## src/rtl/align_acc_norm_if.sv

```systemverilog
// Operand/result bundle for align_acc_norm: lane arrays in, one IEEE-754 single out.
interface align_acc_norm_if;
    logic        in_valid;
    logic        in_ready;
    logic [9:0]  max_exp;
    logic [9:0]  diff [10];
    logic [47:0] mant [10];
    logic [9:0]  sign;       // bit i is lane i, 1 = negative
    logic        out_valid;
    logic        out_ready;
    logic [31:0] out_data;

    modport master (
        output in_valid, max_exp, diff, mant, sign, out_ready,
        input  in_ready, out_valid, out_data
    );

    modport slave (
        input  in_valid, max_exp, diff, mant, sign, out_ready,
        output in_ready, out_valid, out_data
    );
endinterface

```

## src/rtl/align_acc_norm.sv

```systemverilog
// Ten-lane align/accumulate of product mantissas against a common exponent,
// normalised and packed as an IEEE-754 single (truncating, flush-to-zero).
module align_acc_norm (
    input  logic           clk,
    input  logic           rst_n,
    align_acc_norm_if.slave bus
);

    localparam int unsigned NumLanes = 10;

    localparam logic [1:0] StIdle = 2'd0;
    localparam logic [1:0] StAcc  = 2'd1;
    localparam logic [1:0] StNorm = 2'd2;
    localparam logic [1:0] StOut  = 2'd3;

    logic [1:0]          state_q, state_d;
    logic [3:0]          lane_q, lane_d;
    logic [55:0]         acc_q, acc_d;
    logic [9:0]          max_exp_q, max_exp_d;
    logic [9:0]          diff_q [NumLanes];
    logic [9:0]          diff_d [NumLanes];
    logic [47:0]         mant_q [NumLanes];
    logic [47:0]         mant_d [NumLanes];
    logic [NumLanes-1:0] sign_q, sign_d;
    logic                out_valid_q, out_valid_d;
    logic [31:0]         out_data_q, out_data_d;

    // Current lane selection and alignment
    logic [47:0] lane_mant;
    logic [9:0]  lane_diff;
    logic        lane_sign;
    logic [55:0] aligned;

    always_comb begin
        lane_mant = '0;
        lane_diff = '0;
        lane_sign = 1'b0;
        for (int i = 0; i < NumLanes; i++) begin
            if (lane_q == i[3:0]) begin
                lane_mant = mant_q[i];
                lane_diff = diff_q[i];
                lane_sign = sign_q[i];
            end
        end
        aligned = (lane_diff >= 10'd48) ? 56'd0 : ({8'd0, lane_mant} >> lane_diff);
    end

    // Normalisation of the two's-complement accumulator
    logic              acc_s;
    logic [55:0]       mag;
    logic [5:0]        lead;
    logic [11:0]       exp_u;
    logic signed [11:0] exp_c;
    logic [22:0]       frac;
    logic [31:0]       norm_word;

    always_comb begin
        acc_s = acc_q[55];
        mag   = acc_s ? (~acc_q + 56'd1) : acc_q;
        lead  = '0;
        for (int i = 0; i < 56; i++) begin
            if (mag[i]) lead = i[5:0];
        end
        frac = '0;
        for (int j = 0; j < 23; j++) begin
            if (int'(lead) - 1 - j >= 0) frac[22-j] = mag[int'(lead) - 1 - j];
        end
        exp_u = {{2{max_exp_q[9]}}, max_exp_q} + {6'd0, lead} - 12'd46;
        exp_c = signed'(exp_u);
        if (acc_q == 56'd0) begin
            norm_word = 32'h0000_0000;
        end else if (exp_c >= 12'sd255) begin
            norm_word = {acc_s, 8'hFF, 23'h0};
        end else if (exp_c <= 12'sd0) begin
            norm_word = {acc_s, 31'h0};
        end else begin
            norm_word = {acc_s, exp_c[7:0], frac};
        end
    end

    assign bus.in_ready  = (state_q == StIdle);
    assign bus.out_valid = out_valid_q;
    assign bus.out_data  = out_data_q;

    always_comb begin
        state_d     = state_q;
        lane_d      = lane_q;
        acc_d       = acc_q;
        max_exp_d   = max_exp_q;
        diff_d      = diff_q;
        mant_d      = mant_q;
        sign_d      = sign_q;
        out_valid_d = out_valid_q;
        out_data_d  = out_data_q;
        case (state_q)
            StIdle: begin
                if (bus.in_valid) begin
                    max_exp_d = bus.max_exp;
                    diff_d    = bus.diff;
                    mant_d    = bus.mant;
                    sign_d    = bus.sign;
                    acc_d     = '0;
                    lane_d    = '0;
                    state_d   = StAcc;
                end
            end
            StAcc: begin
                acc_d = lane_sign ? (acc_q - aligned) : (acc_q + aligned);
                if (lane_q == 4'd9) begin
                    state_d = StNorm;
                end else begin
                    lane_d = lane_q + 4'd1;
                end
            end
            StNorm: begin
                out_data_d = norm_word;
                state_d    = StOut;
            end
            StOut: begin
                // out_valid rises one cycle after out_data settles, then holds for the handshake
                if (!out_valid_q) begin
                    out_valid_d = 1'b1;
                end else if (bus.out_ready) begin
                    out_valid_d = 1'b0;
                    state_d     = StIdle;
                end
            end
            default: state_d = StIdle;
        endcase
    end

    always_ff @(posedge clk) begin
        if (!rst_n) begin
            state_q     <= StIdle;
            lane_q      <= '0;
            acc_q       <= '0;
            max_exp_q   <= '0;
            sign_q      <= '0;
            out_valid_q <= 1'b0;
            out_data_q  <= '0;
            for (int i = 0; i < NumLanes; i++) begin
                diff_q[i] <= '0;
                mant_q[i] <= '0;
            end
        end else begin
            state_q     <= state_d;
            lane_q      <= lane_d;
            acc_q       <= acc_d;
            max_exp_q   <= max_exp_d;
            sign_q      <= sign_d;
            out_valid_q <= out_valid_d;
            out_data_q  <= out_data_d;
            for (int i = 0; i < NumLanes; i++) begin
                diff_q[i] <= diff_d[i];
                mant_q[i] <= mant_d[i];
            end
        end
    end

endmodule
```

## src/flat_wrapper.sv

```systemverilog
// flat-port wrapper written by rule: the top's interface ports become plain ports
module align_acc_norm_flat 
  (clk, rst_n, bus_in_valid, bus_max_exp, bus_diff, bus_mant, bus_sign, bus_out_ready, bus_in_ready, bus_out_valid, bus_out_data);
  align_acc_norm_if bus_i ();
  input  logic clk;
  input  logic rst_n;
  input wire logic [$bits(bus_i.in_valid)-1:0] bus_in_valid;
  input wire logic [$bits(bus_i.max_exp)-1:0] bus_max_exp;
  input wire logic [$bits(bus_i.diff)-1:0] bus_diff;
  input wire logic [$bits(bus_i.mant)-1:0] bus_mant;
  input wire logic [$bits(bus_i.sign)-1:0] bus_sign;
  input wire logic [$bits(bus_i.out_ready)-1:0] bus_out_ready;
  output wire logic [$bits(bus_i.in_ready)-1:0] bus_in_ready;
  output wire logic [$bits(bus_i.out_valid)-1:0] bus_out_valid;
  output wire logic [$bits(bus_i.out_data)-1:0] bus_out_data;
  assign bus_i.in_valid = bus_in_valid;
  assign bus_i.max_exp = bus_max_exp;
  assign bus_i.diff = {>>{bus_diff}};
  assign bus_i.mant = {>>{bus_mant}};
  assign bus_i.sign = bus_sign;
  assign bus_i.out_ready = bus_out_ready;
  assign bus_in_ready = bus_i.in_ready;
  assign bus_out_valid = bus_i.out_valid;
  assign bus_out_data = bus_i.out_data;
  align_acc_norm u_core (.clk(clk), .rst_n(rst_n), .bus(bus_i));
endmodule
```

## config.mk

```make
export PLATFORM = sky130hd
export DESIGN_NAME = align_acc_norm_flat
export DESIGN_NICKNAME = d
export VERILOG_FILES = /design/src/rtl/align_acc_norm_if.sv /design/src/rtl/align_acc_norm.sv /design/src/flat_wrapper.sv
export SDC_FILE = /design/constraint.sdc
export NUM_CORES = 2
export LEC_CHECK = 0
export CAP_MARGIN = 40
export CORE_ASPECT_RATIO = 1.1
export CORE_MARGIN = 2
export CORE_UTILIZATION = 25
export DETAILED_ROUTE_END_ITERATION = 8
export PLACE_DENSITY_LB_ADDON = 0.25
export SLEW_MARGIN = 15
export SYNTH_ARGS = -nofsm -noshare
export SYNTH_HDL_FRONTEND = slang
export SYNTH_SLANG_ARGS = --single-unit
```

## constraint.sdc

```tcl
create_clock -name clk -period 17.75 [get_ports clk]
set_clock_uncertainty 0.2 [all_clocks]
set_input_delay 3.55 -clock clk [delete_from_list [all_inputs] [get_ports clk]]
set_output_delay 3.55 -clock clk [all_outputs]
set_load 0.05 [all_outputs]
```

==> reports/metrics.csv <==
stage,metric,value,unit
route,ant_nets,0,
worst_setup_path,setup.worst_path.class,flip-flop to flip-flop,
clock_tree,cts-root-to-sink-buffers,3,
yosys,syn-num-nets,6988,
outcome,run_status,finished clean,
floorplanning,boundaryPins,638,
sta,clock.fmax,84.1,MHz
finish,drive_above_1_share,6.87,%
yosys,netlist.top_cell.by_area,sky130_fd_sc_hd__dfxtp_1,
floorplanning,start_util,25.1,%
yosys,syn-cell-area,0.0472,mm^2
clock_tree,cts_inserted_buffers,84,
global_route,grt_max_degree,275,
floorplanning,core.rowCount,167,
route,wl_per_cell,25.3,um
floorplanning,die_area,0.192,mm^2
worst_setup_path,setup.worst_path.end_class,flip-flop,
worst_setup_path,critPathRequiredTime,18.08,ns
sta,timing_max_transition_violations_final,0,
route,wl,231,mm
clock_tree,clock-sinks,695,
placed_design,post_place_setup_slack,6.15,ns
worst_setup_path,critical-path-max-stage-delay,0.83,ns
global_route,grt_first_pass_wirelength,332,mm
worst_setup_path,worst_path_most_repeated_cell,sky130_fd_sc_hd__o21ai_0,
yosys,synth_warnings,0,
sta,unrepaired_setup_endpoints_after_global_routing,no,
floorplanning,core-area,0.188,mm^2
yosys,ys_ff_latch,695,
clock_tree,tritoncts,built,
finish,layout_commonest_cell,sky130_fd_sc_hd__nand2_1,
yosys,synth.top_cells.by_area,"sky130_fd_sc_hd__dfxtp_1 29%, sky130_fd_sc_hd__nand2_1 13%, sky130_fd_sc_hd__a21boi_0 9.7%",
route,dr_total_vias,48200,
placed_design,place_congestion,0.954,
floorplanning,die_y,460,um
sta,final_cycle_share,67.0,%
sta,hold_viol_final,0,
worst_setup_path,critical_path.startpoint_type,flip-flop,
finish,post-route-util,31.4,%
worst_setup_path,worst_path_dominant_cell_family,compound AO/OA/AOI/OAI gates,
worst_setup_path,timing.critical_path.fanout_max,89,
global_route,vias_in_the_first_global_route,47800,
route,drc_marker_count_from_the_first_detailed_route_iteration,4488,
sta,final_ws_setup,5.86,ns
yosys,yosys.area.top_type_share,29.5,%
finish,final_cell_count_no_fill,9136,
finish,mostFrequentLayoutCells,"1657 x sky130_fd_sc_hd__nand2_1, 692 x sky130_fd_sc_hd__dfxtp_1, 636 x sky130_fd_sc_hd__clkdlybuf4s50_1",
sta,accumulated_negative_setup_slack,0,ns
job,cap_violations,0,
worst_setup_path,worstPathBufferInverterCount,3,
hold_path,hp-class,flip-flop to flip-flop,
sta,max_slew.worst_pin.slew,1.42,ns
worst_setup_path,worstPathArrival,12.22,ns
clock_tree,clock_latency,0.74,ns
finish,area.growth.synth_to_final,25.1,%
sta,worst_slew_margin_rel,5.32,%
yosys,mean_syn_cell_area,7.54,um^2
global_route,grt_remaining_overflow,0,
route,drtPass1Iterations,7,
finish,design.final.nets,7330,
clock_tree,clkSlewWorstSetupHoldPaths,0.06,ns
placed_design,dpl.cell_count,8964,
worst_setup_path,cp_slowest_cell,sky130_fd_sc_hd__nor4_1,
placed_design,place.port_buffers,637,
sta,period_minus_slack,11.89,ns
yosys,most_frequently_used_flop_master_after_synthesis,sky130_fd_sc_hd__dfxtp_1,
route,drt_drc_violations_left,0,
clock_tree,post-cts-setup-buffer-count,0,
clock_tree,cts_root_buf,sky130_fd_sc_hd__clkbuf_16,
global_route,initial_antenna_violation_count,14,
sta,final-setup-viol-count,0,
yosys,synth_enable_flop_cells,0,
yosys,yosysSeqAreaShare,29.5,%
clock_tree,cts_hold_buf,0,
yosys,yosys.cell_types.count,109,
yosys,synth-async-reset-ratio,0,%
floorplanning,die_width,418,um
clock_tree,htree_depth,3,
route,avgViaCountPerCell,5.28,
yosys,post_synth_inst_count,6264,
placed_design,detailed_place_hpwl,180,mm
global_route,overall_fraction_of_global_route_tracks_in_use,23.1,%
clock_tree,total_of_cells_resized_after_clock_tree_synthesis,0,
tightest hold or removal path: cells and delay by family (launching register included):
kind / cells / cell delay [ns]
flip-flops: 1 / 0.31
AND/OR/NAND/NOR: 1 / 0.05
AO/OA/AOI/OAI: 1 / 0.05
stage by stage:
stage / cell area [um^2] / hold slack [ns]
6_report: 59000 / 0.253
5_1_grt: 59000 / 0.274
4_1_cts: 58900 / 0.261
3_5_place_dp: 55900 / 0.253
3_3_place_gp: 55500 / 0.242
2_1_floorplan: 47200 / 0.238
Yosys cell counts, types with 38 or more instances:
master,number
sky130_fd_sc_hd__a222oi_1,54
sky130_fd_sc_hd__a21oi_1,302
sky130_fd_sc_hd__nand3b_1,38
sky130_fd_sc_hd__nand2_1,1658
sky130_fd_sc_hd__mux2_2,55
sky130_fd_sc_hd__xor2_1,80
sky130_fd_sc_hd__ha_1,118
sky130_fd_sc_hd__a221oi_1,46
sky130_fd_sc_hd__a211oi_1,40
sky130_fd_sc_hd__inv_1,112
sky130_fd_sc_hd__o311ai_0,44
sky130_fd_sc_hd__o22ai_1,50
sky130_fd_sc_hd__o21ai_0,166
sky130_fd_sc_hd__dfxtp_1,695
sky130_fd_sc_hd__a21o_1,76
sky130_fd_sc_hd__nor2b_1,74
sky130_fd_sc_hd__nor3_1,64
sky130_fd_sc_hd__nand3_1,57
sky130_fd_sc_hd__a21boi_0,607
sky130_fd_sc_hd__mux2i_1,259
sky130_fd_sc_hd__a22oi_1,71
sky130_fd_sc_hd__buf_2,71
sky130_fd_sc_hd__o211ai_1,41
sky130_fd_sc_hd__clkbuf_1,396
sky130_fd_sc_hd__xnor2_1,116
sky130_fd_sc_hd__nor2_1,298
logic make-up (layout without fill, tap and decap cells):
| group | count (synthesis) | after routing | synth area share [%] |
|---|---|---|---|
| AOI/OAI and AO/OA | 1822 | 1822 | 27.7 |
| xor gates and xnor gates | 205 | 205 | 3.99 |
| adders and majority gates | 120 | 120 | 3.21 |
| buffers and inverters | 636 | 1049 | 5.39 |
| DFF | 695 | 695 | 29.5 |
| muxes | 339 | 339 | 7.97 |
| other | 0 | 9 | 0 |
| and+or+nand+nor | 2447 | 2447 | 22.3 |
per-layer routing:
metal / vias up / wire length, um / GRT usage (%)
met5: - / 99 / 0
met2: 1680 / 113000 / 40.3
met4: 14 / 14000 / 12.7
met1: 23300 / 91800 / 27.1
met3: 373 / 12500 / 3.37
li1: 22800 / - / -
sequential cells by signal, indices dropped and copies added (netlist names):
signal / count
u_core.mant_q: 480
u_core.diff_q: 100
u_core.acc_q: 56
u_core.bus.out_data: 32
u_core.max_exp_q: 10
u_core.sign_q: 10
u_core.lane_q: 4
u_core.state_q: 2
u_core.bus.out_valid: 1
final cells by class:
cell class	count	area, um^2
Tap cell	2450	3070
Clock buffer	121	2490
Multi-Input combinational cell	4933	30900
Clock inverter	36	543
Fill cell	20300	129000
Inverter	122	465
Antenna cell	9	22.5
Sequential cell	695	13900
Timing Repair Buffer	770	7590
final timing paths:
check	startpoint	to	slack, ns	cells after the start
min	u_core.bus.out_data[16]$_SDFFE_PN0P_	u_core.bus.out_data[16]$_SDFFE_PN0P_	0.25	2
min reg2reg	u_core.bus.out_data[16]$_SDFFE_PN0P_	u_core.bus.out_data[16]$_SDFFE_PN0P_	0.25	2
max reg2reg	u_core.lane_q[1]$_SDFFE_PN0P_	u_core.acc_q[54]$_SDFFE_PN0P_	5.86	34
max	u_core.lane_q[1]$_SDFFE_PN0P_	u_core.acc_q[54]$_SDFFE_PN0P_	5.86	34
Power is not shown: default switching activity piles up to over one toggle a cycle in this logic, so the estimate is an artifact.
